## src/rtl/match_scoreboard.sv

```systemverilog
// Series scoreboard: tallies finished games per side from gameover rising edges,
// declares the series winner, celebrates for a fixed time, then waits for ack.
module match_scoreboard #(
  parameter int WIN_TARGET   = 3,
  parameter int CNT_W        = 4,
  parameter int CELEB_CYCLES = 8
) (
  input  logic             clk,
  input  logic             reset,
  input  logic             gameover,
  input  logic [1:0]       who,
  input  logic             ack,
  output logic [CNT_W-1:0] winner_games,
  output logic [CNT_W-1:0] loser_games,
  output logic [1:0]       series_winner,
  output logic             celebrate,
  output logic             series_done,
  output logic             proto_err,
  output logic [1:0]       dbg_state
);

  typedef enum logic [1:0] {
    PLAY      = 2'd0,
    CELEBRATE = 2'd1,
    DONE      = 2'd2
  } state_t;

  // The down-counter holds the remaining celebrate cycles minus one.
  localparam int CW = (CELEB_CYCLES > 1) ? $clog2(CELEB_CYCLES) : 1;
  localparam logic [CNT_W-1:0] TARGET   = CNT_W'(WIN_TARGET);
  localparam logic [CW-1:0]    CEL_LOAD = CW'(CELEB_CYCLES - 1);

  state_t           r_state;
  logic             r_prev_go;
  logic [CW-1:0]    r_cel_cnt;
  logic [CNT_W-1:0] r_winner_games;
  logic [CNT_W-1:0] r_loser_games;
  logic [1:0]       r_series_winner;
  logic             r_celebrate;
  logic             r_series_done;
  logic             r_proto_err;

  logic             w_edge;
  logic [CNT_W-1:0] w_win_inc;
  logic [CNT_W-1:0] w_lose_inc;

  assign w_edge     = gameover & ~r_prev_go;
  assign w_win_inc  = r_winner_games + CNT_W'(1);
  assign w_lose_inc = r_loser_games + CNT_W'(1);

  always_ff @(posedge clk) begin
    // Edge history tracks gameover even in reset so a held level never counts on release.
    r_prev_go <= gameover;
    if (reset) begin
      r_state         <= PLAY;
      r_cel_cnt       <= '0;
      r_winner_games  <= '0;
      r_loser_games   <= '0;
      r_series_winner <= 2'b00;
      r_celebrate     <= 1'b0;
      r_series_done   <= 1'b0;
      r_proto_err     <= 1'b0;
    end else begin
      case (r_state)
        PLAY: begin
          if (w_edge) begin
            case (who)
              2'b10: begin
                r_winner_games <= w_win_inc;
                if (w_win_inc == TARGET) begin
                  r_series_winner <= 2'b10;
                  r_celebrate     <= 1'b1;
                  r_cel_cnt       <= CEL_LOAD;
                  r_state         <= CELEBRATE;
                end
              end
              2'b01: begin
                r_loser_games <= w_lose_inc;
                if (w_lose_inc == TARGET) begin
                  r_series_winner <= 2'b01;
                  r_celebrate     <= 1'b1;
                  r_cel_cnt       <= CEL_LOAD;
                  r_state         <= CELEBRATE;
                end
              end
              default: r_proto_err <= 1'b1;
            endcase
          end
        end
        CELEBRATE: begin
          if (r_cel_cnt == '0) begin
            r_celebrate   <= 1'b0;
            r_series_done <= 1'b1;
            r_state       <= DONE;
          end else begin
            r_cel_cnt <= r_cel_cnt - CW'(1);
          end
        end
        DONE: begin
          // Any edge arriving with ack is dropped: the series resets instead.
          if (ack) begin
            r_winner_games  <= '0;
            r_loser_games   <= '0;
            r_series_winner <= 2'b00;
            r_series_done   <= 1'b0;
            r_state         <= PLAY;
          end
        end
        default: r_state <= PLAY;
      endcase
    end
  end

  assign winner_games  = r_winner_games;
  assign loser_games   = r_loser_games;
  assign series_winner = r_series_winner;
  assign celebrate     = r_celebrate;
  assign series_done   = r_series_done;
  assign proto_err     = r_proto_err;
  assign dbg_state     = r_state;

endmodule

```

## config.mk

```make
export PLATFORM = sky130hd
export DESIGN_NAME = match_scoreboard
export DESIGN_NICKNAME = d
export VERILOG_FILES = /design/src/rtl/match_scoreboard.sv
export SDC_FILE = /design/constraint.sdc
export NUM_CORES = 1
export LEC_CHECK = 0
export BUFFER_PORTS_ARGS = -buffer_cell sky130_fd_sc_hd__clkbuf_2
export CORE_MARGIN = 2
export CORE_UTILIZATION = 25
export DETAILED_ROUTE_END_ITERATION = 16
export GPL_ROUTABILITY_DRIVEN = 0
export GPL_TIMING_DRIVEN = 0
export PLACE_DENSITY = 0.51
export SYNTH_ARGS = -nofsm -noshare
export SYNTH_HDL_FRONTEND = slang
export SYNTH_SLANG_ARGS = --single-unit
```

## constraint.sdc

```tcl
create_clock -name clk -period 1.65 [get_ports clk]
set_input_delay 0.33 -clock clk [delete_from_list [all_inputs] [get_ports clk]]
set_output_delay 0.33 -clock clk [all_outputs]
set_load 0.05 [all_outputs]
```

* Yosys cells after proc, flatten, opt, wreduce, memory -nomap -nowiden *
Index checks and enable logic that the tools add are counted.

storage, ports and cells
  output and inout port bits = 15
  word-level logic and storage cells = 77
  bits in registers = 19
  bits of input ports = 6

operators by class
  eq/ne operators = 15
  $add $sub $neg = 3
  reduce and logical (&&, ||, !) cells = 14
  bitwise gates (word level) = 3
  multiplexer cells = 33

operator list
  operator             count
  $reduce_and 6->1     4
  $mux 4               5
  $pmux 4 s2           2
  $mux 2               7
  $mux 3               4
  $pmux 2 s2           3
  $pmux 3 s2           2
  $add 4x1->4 const B  2
  $eq 4x2->1 const B   2
  $ne 2x2->1 const B   4
  $reduce_and 4->1     2
  $mux 1               6
  $ne 3x3->1 const B   2
  $pmux 1 s2           3
  $pmux 2 s3           1
  $reduce_and 3->1     2
  $reduce_bool 2->1    3
  $eq 2x1->1 const B   2
  $eq 2x2->1 const B   2
  $ne 2x1->1 const B   2
  $logic_not 3->1      1
  $ne 3x1->1 const B   1
  $sub 3x1->3 const B  1
  $logic_not 2->1      1
  3 further kinds      4

* Logic depth before layout (Yosys ltp) *
Gate-level depths: netlist of run 1.

  depth in word-level cells = 6
  mapped depth = 7

* Worst setup path before layout of run 1 *
OpenSTA, ideal clock, no wires.

  path type = register to register
  start = reg r_winner_games[1], in the netlist winner_games[1]
  end = reg r_series_winner[0], in the netlist series_winner[0]
  clock period less this slack = 2172 ps
  data required time = 1579 ps
  library setup time = 71 ps
  cell stages (with the launch flop) = 7
  arrival = 2102 ps
  path buffers = 0
  setup slack = -522 ps
  cell sequence = dfxtp_1 > ha_1 > nand4_1 > o211ai_1 > o21ba_2 > or4_1 > a21oi_1

between the ends
  word-level cells in the longest chain between the ends = 4

RTL lines
  what                        line  RTL
  start, declared             36    logic [CNT_W-1:0] r_winner_games;
  start signal, assigned      69    r_winner_games <= w_win_inc;
  $add 4x1->4                 48    assign w_win_inc = r_winner_games + CNT_W'(1);
  $eq 4x2->1                  70    if (w_win_inc == TARGET) begin
  $ne 3x3->1 (no line)        --
  $reduce_and 6->1 (no line)  --
  end signal, assigned        59    r_series_winner <= 2'b00;
  end signal, assigned        71    r_series_winner <= 2'b10;
  end signal, assigned        80    r_series_winner <= 2'b01;
  end, declared               38    logic [1:0] r_series_winner;

Every way passes these cells.
A chain may end at the register's enable or synchronous reset.

* Worst setup path in the final report of run 1 *
  start = reg r_loser_games[1], in the netlist loser_games[1]
  end = reg r_series_winner[0], in the netlist series_winner[0]

between the ends
  word-level cells in the longest chain between the ends = 4

RTL lines
  what                        line  RTL
  start, declared             37    logic [CNT_W-1:0] r_loser_games;
  start signal, assigned      78    r_loser_games <= w_lose_inc;
  $add 4x1->4                 49    assign w_lose_inc = r_loser_games + CNT_W'(1);
  $eq 4x2->1                  79    if (w_lose_inc == TARGET) begin
  $ne 3x3->1 (no line)        --
  $reduce_and 6->1 (no line)  --

Every way passes these cells.

==> impl_results.md, run 1 <==
- Relative max-transition margin: 0.657
- Fraction of power spent switching nets: 0.274
- Final-report hold violation count: 0
- Worst setup EP type: register
- Y dimension of the die: 70.3 um
- Proportion of synthesized chip area in sequential cells: 0.346
- Synthesis-to-layout area growth: 32.9%
- Clock latency on the worst-skew pair: 0.26 ns
- Number of pins with negative max-slew slack in the final report: 0
- Clock tree from TritonCTS: done
- Internal: 680 uW
- Total gr overflow: 0
- Setup violation total in the final timing report: 3
- Part of the power in combinational logic: 0.138
- Initial antenna violation count: 0
- Initial Util: 0.256
- Result of the run: finished, violations left
- Critical Setup Path Class: register to register
- Average instance area after synthesis: 8.39 um^2
- Placement row count: 24
- Number of DRC markers after the initial detailed-route iteration: 55
- P_sw: 257 uW
- Maximum clock path buffer count: 2
- Classification of the worst-slack hold path: input port to register
- Leakage power of the design: 0.000574 uW
- Final instance area: 1460 um^2
- Post-route clock skew: 0.00395 ns
- Root buffer cell: clkbuf_8
- Post-route non-filler standard cell count: 214
- Number of global-route vias before repair: 1020
- Setup repair after global routing missed its margin: true
- Post-placement cell area: 1340 um^2
- Violations in the final reports: setup timing
- Slack of the critical path: -0.0959 ns
- Per-cell via count in the routed design: 4.89
- Total routing usage reported by global routing: 0.119
- Number of nets with antenna violations after detailed routing: 0
- VDD IR-drop max: 0.432 mV
- Fraction of registers with async set/reset: 0
- Top flip-flop cell by instance count after synthesis: dfxtp_1
- Portion of total power attributed to the clock network: 0.355
- Reg power frac: 0.506
- Slew of the pin with the lowest slew margin: 0.514 ns
- Post-synthesis cell type count: 41
- Final cycle utilization of the critical path: 1.06
- Max frequency: 573 MHz
- Number of nets in the final layout: 177
- Die outline area: 4940 um^2
- Pwr/cell area: 642 nW/um^2
- Pin count of the biggest net entering global routing: 12
- Syn. warnings: 0
- Fraction of post-synthesis cell area in the top cell type by area: 0.346
- Number of port buffers: 19
- Count of H-tree levels built during CTS: 1
- Diodes inserted: 0
- Detailed placement HPWL: 1980 um
- Num CTS Buffers: 3
- Count of mapped cells out of synthesis: 131
- Critical path arrival: 1.94 ns
- CP Launch Type: register
- Number of remaining DRC errors: 0
- Worst-path maximum fanout: 4
- Total instance count after detailed placement: 202
- Number of synthesized flops with an enable pin: 0
- Total via count in the routed design: 1047
- Cell type with the highest aggregate area in the netlist: dfxtp_1
- Fraction of layout instances using a drive strength above 1: 0.333
- WP data required: 1.85 ns
- Wire length of the first global-routing pass: 4750 um
- Cts-stage hold buffer count: 0
- Routed WL per cell: 12.9 um
- Number of maximum-capacitance constraint violations: 0
- Synth top area cells: dfxtp_1 35%, ha_1 9.1%, nor2_1 6.5%
- Net count after synthesis: 145
- Number of iterations in the first detailed-routing pass: 4
- Die Width: 70.3 um
- Number of sinks handled by clock tree synthesis: 19
- Post-route minimum period: 1.75 ns
- Number of top-level pins: 21
- Flop and latch count out of synthesis: 19
- Netlist area before placement: 1100 um^2
- Most numerous cell types in the synthesized netlist: 19 x dfxtp_1, 19 x nor2_1, 14 x a21oi_1
- Total of fill cells in the finished design: 472
- Routed wire length: 2760 um
- Area of the core: 4290 um^2
- Reg clk slew, reported paths: 0.08 ns
==> path summary, 6_finish.rpt <==
kind / from / endpoint / slack, ns / depth (start not counted)
setup reg to reg: loser_games[1]$_SDFFE_PP0P_ / series_winner[0]$_SDFFE_PP0P_ / -0.1 / 6
hold reg to reg: series_winner[1]$_SDFFE_PP0P_ / series_winner[1]$_SDFFE_PP0P_ / 0.48 / 2
setup / recovery: loser_games[1]$_SDFFE_PP0P_ / series_winner[0]$_SDFFE_PP0P_ / -0.1 / 6
hold / removal: gameover / r_prev_go$_DFF_P_ / 0.22 / 1
==> critical path, cell delays in order (launching register included) <==
cell and delay (ns):
dfxtp_4 0.37, ha_4 0.17, nor4b_2 0.21, mux2i_1 0.13, o211a_1 0.16, or4_1 0.52, a21oi_1 0.12
==> cell type report <==
class | count | area (um^2) | share of cell area
Clock inverter | 1 | 5.00 | 0.00343
Tap cell | 52 | 65.1 | 0.0446
Sequential cell | 19 | 405 | 0.278
Timing Repair Buffer | 28 | 163 | 0.111
Inverter | 8 | 32.5 | 0.0223
Multi-Input combinational cell | 100 | 737 | 0.505
Clock buffer | 3 | 41.3 | 0.0283
Buffer | 3 | 11.3 | 0.00771
==> power by group through the flow <==
stage	combinational (uW)	clock, uW	sequential (uW)
after floorplan	64.9	0	505
after global placement	117	0	483
after detailed placement	118	0	484
after CTS	125	343	474
after global routing	143	370	476
final	130	333	474
==> sequential cells by signal, indices dropped and copies added (netlist names) <==
| signal | cells |
|---|---|
| celebrate | 1 |
| dbg_state | 2 |
| loser_games | 4 |
| proto_err | 1 |
| r_cel_cnt | 3 |
| r_prev_go | 1 |
| series_done | 1 |
| series_winner | 2 |
| winner_games | 4 |
==> cell usage in the layout, fill, tap and decap left out, types with 3 or more instances in the layout <==
cell type and count:
a21o_1 3, a21oi_1 14, buf_4 9, clkbuf_2 19
clkbuf_8 3, dfxtp_1 9, dfxtp_2 5, dfxtp_4 5
ha_1 4, ha_4 4, inv_1 6, mux2i_1 3
nand2_1 8, nand2b_1 3, nand4_1 3, nor2_1 19
nor2b_1 3, or3_1 3
==> what timing repair did <==
action / in CTS / in global routing
hold endpoints to repair: 0 / 0
gates resized for setup: 3 / 4
pin swaps: 5 / 5
buffers inserted: 5 / 4
setup endpoints to repair: 6 / 9
==> through the flow <==
stage	setup TNS (ns)	total power, uW	worst slack, ns	hold slack [ns]	util
detailed placement	-1.20	602	-0.260	0.471	0.312
CTS	-0.124	942	-0.108	0.212	0.331
floorplan	-0.116	570	-0.116	0.358	-
global route	-0.660	989	-0.195	0.211	0.340
finish	-0.103	937	-0.0959	0.219	0.340
global placement	-1.12	600	-0.246	0.453	0.312
==> kinds of logic after synthesis <==
group | share of synthesized area
buffers and inverters | 0.0478
flip-flops | 0.346
AND/OR/NAND/NOR | 0.261
AO/OA/AOI/OAI | 0.211
adder cells (fa/ha/maj) | 0.0911
XOR/XNOR | 0.0159
multiplexers | 0.0273
==> per-layer routing <==
| metal | part of all wire | GRT usage | wire [um] | vias up |
|---|---|---|---|---|
| li1 | - | - | - | 536 |
| met1 | 0.48 | 0.151 | 1330 | 490 |
| met2 | 0.46 | 0.200 | 1290 | 19 |
| met3 | 0.048 | 0.0375 | 134 | 2 |
| met4 | 0.0069 | 0.0192 | 19 | 0 |
| met5 | 0 | 0 | 0 | - |
(Power assumes the default switching activity.)
==> inputs of run 2 (changes only) <==
--- a/config.mk
+++ b/config.mk
@@ -5,13 +5,14 @@
 export SDC_FILE = /design/constraint.sdc
 export NUM_CORES = 1
 export LEC_CHECK = 0
+export ABC_AREA = 1
 export BUFFER_PORTS_ARGS = -buffer_cell sky130_fd_sc_hd__clkbuf_2
 export CORE_MARGIN = 2
 export CORE_UTILIZATION = 25
 export DETAILED_ROUTE_END_ITERATION = 16
 export GPL_ROUTABILITY_DRIVEN = 0
 export GPL_TIMING_DRIVEN = 0
-export PLACE_DENSITY = 0.51
+export PLACE_DENSITY = 0.49
 export SYNTH_ARGS = -nofsm -noshare
 export SYNTH_HDL_FRONTEND = slang
 export SYNTH_SLANG_ARGS = --single-unit
==> constraint.sdc (replaced) <==
create_clock -name clk -period 1.9 [get_ports clk]
set_input_delay 0.38 -clock clk [delete_from_list [all_inputs] [get_ports clk]]
set_output_delay 0.38 -clock clk [all_outputs]
set_load 0.05 [all_outputs]
==> impl_results.md, run 2 <==
- Maximum clock path buffer count: 2
- Number of top-level pins: 21
- Synth top area cells: dfxtp_1 33%, nand2_1 12%, inv_1 11%
- Number of sinks handled by clock tree synthesis: 19
- Top flip-flop cell by instance count after synthesis: dfxtp_1
- Final-report hold violation count: 0
- Number of maximum-capacitance constraint violations: 0
- Total via count in the routed design: 1028
- Detailed placement HPWL: 1870 um
- Die Width: 71.9 um
- Area used by multi-input combinational logic: 631 um^2
- Initial Util: 0.261
- Post-synthesis cell type count: 22
- Leakage power of the design: 0.000636 uW
- Net count after synthesis: 181
- P_sw: 300 uW
- Kind of cell adding the most delay to the critical path: flip-flops
- Post-route clock skew: 0.00280 ns
- Routed WL per cell: 9.78 um
- Cell type with the highest aggregate area in the netlist: dfxtp_1
- Critical path arrival: 1.15 ns
- Number of pins with negative max-slew slack in the final report: 0
- Portion of total power attributed to the clock network: 0.312
- Number of buffers and inverters on the critical path: 1
- Setup TNS: 0 ns
- Number of global-route vias before repair: 886
- Cts-stage hold buffer count: 0
- Diodes inserted: 0
- Final cycle utilization of the critical path: 0.804
- Most numerous cell types in the synthesized netlist: 37 x nand2_1, 34 x inv_1, 19 x dfxtp_1
- Part of the power in combinational logic: 0.219
- Cell-by-cell listing of the critical path: clkbuf_2
- Average instance area after synthesis: 6.91 um^2
- Classification of the worst-slack hold path: input port to register
- Final Util: 0.309
- Per-cell via count in the routed design: 4.23
- Clock latency on the worst-skew pair: 0.26 ns
- Number of port buffers: 20
- Setup repair after global routing missed its margin: false
- Worst-path maximum fanout: 8
- Number of setup buffers added after CTS: 0
- Num CTS Buffers: 3
- Synthesis-to-layout area growth: 18.2%
- Power, Total: 924 uW
- Total routing usage reported by global routing: 0.103
- Area of the core: 4410 um^2
- Netlist area before placement: 1150 um^2
- Setup violation total in the final timing report: 0
- Die outline area: 5170 um^2
- Result of the run: finished clean
- Fraction of layout instances using a drive strength above 1: 0.209
- Clock tree from TritonCTS: done
- Commonest non-fill, non-tap cells in the layout: 37 x nand2_1, 34 x inv_1, 20 x clkbuf_2, 19 x dfxtp_1, 15 x nor2_1
- Library cell with the highest instance count after synthesis: nand2_1
- Proportion of synthesized chip area in sequential cells: 0.330
- Commonest non-fill, non-tap cell in the layout: nand2_1
- CP Launch Type: register
- Wire length of the first global-routing pass: 4170 um
- Fraction of registers with async set/reset: 0
- Worst hold slack: 0.258 ns
- Count of H-tree levels built during CTS: 1
- Worst setup EP type: output port
- Number of nets with antenna violations after detailed routing: 0
- Slowest cell delay on critical path: 0.54 ns
- Pwr/cell area: 678 nW/um^2
- Reg power frac: 0.470
- Flop and latch count out of synthesis: 19
- Reg clk slew, reported paths: 0.07 ns
- Seq. cell area: 380 um^2
- Relative max-transition margin: 0.669
- Pin count of the biggest net entering global routing: 11
- Count of mapped cells out of synthesis: 167
- Post-route minimum period: 1.53 ns
- Fraction of power spent switching nets: 0.324
- Y dimension of the die: 71.9 um
- Critical Setup Path Class: register to output port
- Max frequency: 655 MHz
- Initial antenna violation count: 0
- Fraction of post-synthesis cell area in the top cell type by area: 0.330
- Routed wire length: 2380 um
- Post-cts repair resize count: 0
- Total gr overflow: 0
- Number of iterations in the first detailed-routing pass: 4
- Root buffer cell: clkbuf_8
- Syn. warnings: 0
- Slew of the pin with the lowest slew margin: 0.497 ns
- VDD IR-drop max: 0.405 mV
- Number of synthesized flops with an enable pin: 0
- Number of remaining DRC errors: 0
- Number of DRC markers after the initial detailed-route iteration: 38
- Placement row count: 24
- Total of fill cells in the finished design: 500
- Number of nets in the final layout: 206
- Internal: 625 uW
- WP data required: 1.52 ns
- Slowest cell on the critical path: dfxtp_1
## run 2: cell count changes in the layout (fill, tap and decap cells not counted), sizes merged, moves of 3 or more
cell / before / now
mux2i: 3 / 0
nand4: 3 / 8
or3: 3 / 0
nand3: 1 / 13
buf: 10 / 0
nand2: 8 / 40
nor2b: 3 / 0
inv: 8 / 37
a21o: 3 / 0
nand2b: 3 / 0
## run 2: cells by family (layout without fill, tap and decap cells)
| logic type | after synthesis | count (layout) | synth area share |
|---|---|---|---|
| compound gates | 21 | 21 | 0.105 |
| fa+ha+maj | 8 | 8 | 0.0868 |
| buf+inv | 38 | 62 | 0.124 |
| flops | 19 | 19 | 0.330 |
| simple gates | 81 | 81 | 0.355 |
## run 2: layout make-up
class | count | area share
buffer | 1 | 0.00275
clock buffer | 4 | 0.0330
inverter | 37 | 0.102
multi-input combinational | 110 | 0.462
sequential | 19 | 0.279
tap | 52 | 0.0477
timing repair buffer | 20 | 0.0734
## run 2: final timing paths
| path | start | end | slack, ns | cells past startpoint |
|---|---|---|---|---|
| setup / recovery | dbg_state[0]$_SDFFE_PP0P_ | dbg_state[0] | 0.37 | 1 |
| hold / removal | gameover | r_prev_go$_DFF_P_ | 0.26 | 1 |
| hold reg to reg | celebrate$_SDFFE_PP0P_ | celebrate$_SDFFE_PP0P_ | 0.45 | 2 |
| setup reg to reg | loser_games[0]$_SDFFE_PP0P_ | r_cel_cnt[0]$_SDFFE_PP0P_ | 0.40 | 11 |
## run 2: metal layers
| metal | track usage | vias up | share of wire |
|---|---|---|---|
| li1 | - | 573 | - |
| met1 | 0.141 | 436 | 0.52 |
| met2 | 0.153 | 17 | 0.42 |
| met3 | 0.0347 | 2 | 0.046 |
| met4 | 0.0314 | 0 | 0.011 |
| met5 | 0 | - | 0 |
## run 2: power by group through the flow
stage / Sequential [uW] / Combinational, uW / Clock (uW)
after detailed placement: 444 / 204 / 0
after floorplan: 489 / 114 / 0
final: 434 / 202 / 288
after CTS: 435 / 205 / 301
after global routing: 438 / 226 / 324
after global placement: 444 / 204 / 0
## run 2: metrics by stage
step	instance area, um^2	std cells	worst slack (ns)
finish	1360	243	0.373
global route	1360	243	0.205
CTS	1360	243	0.364
detailed placement	1320	239	0.339
global placement	1320	239	0.345
floorplan	1150	167	0.219
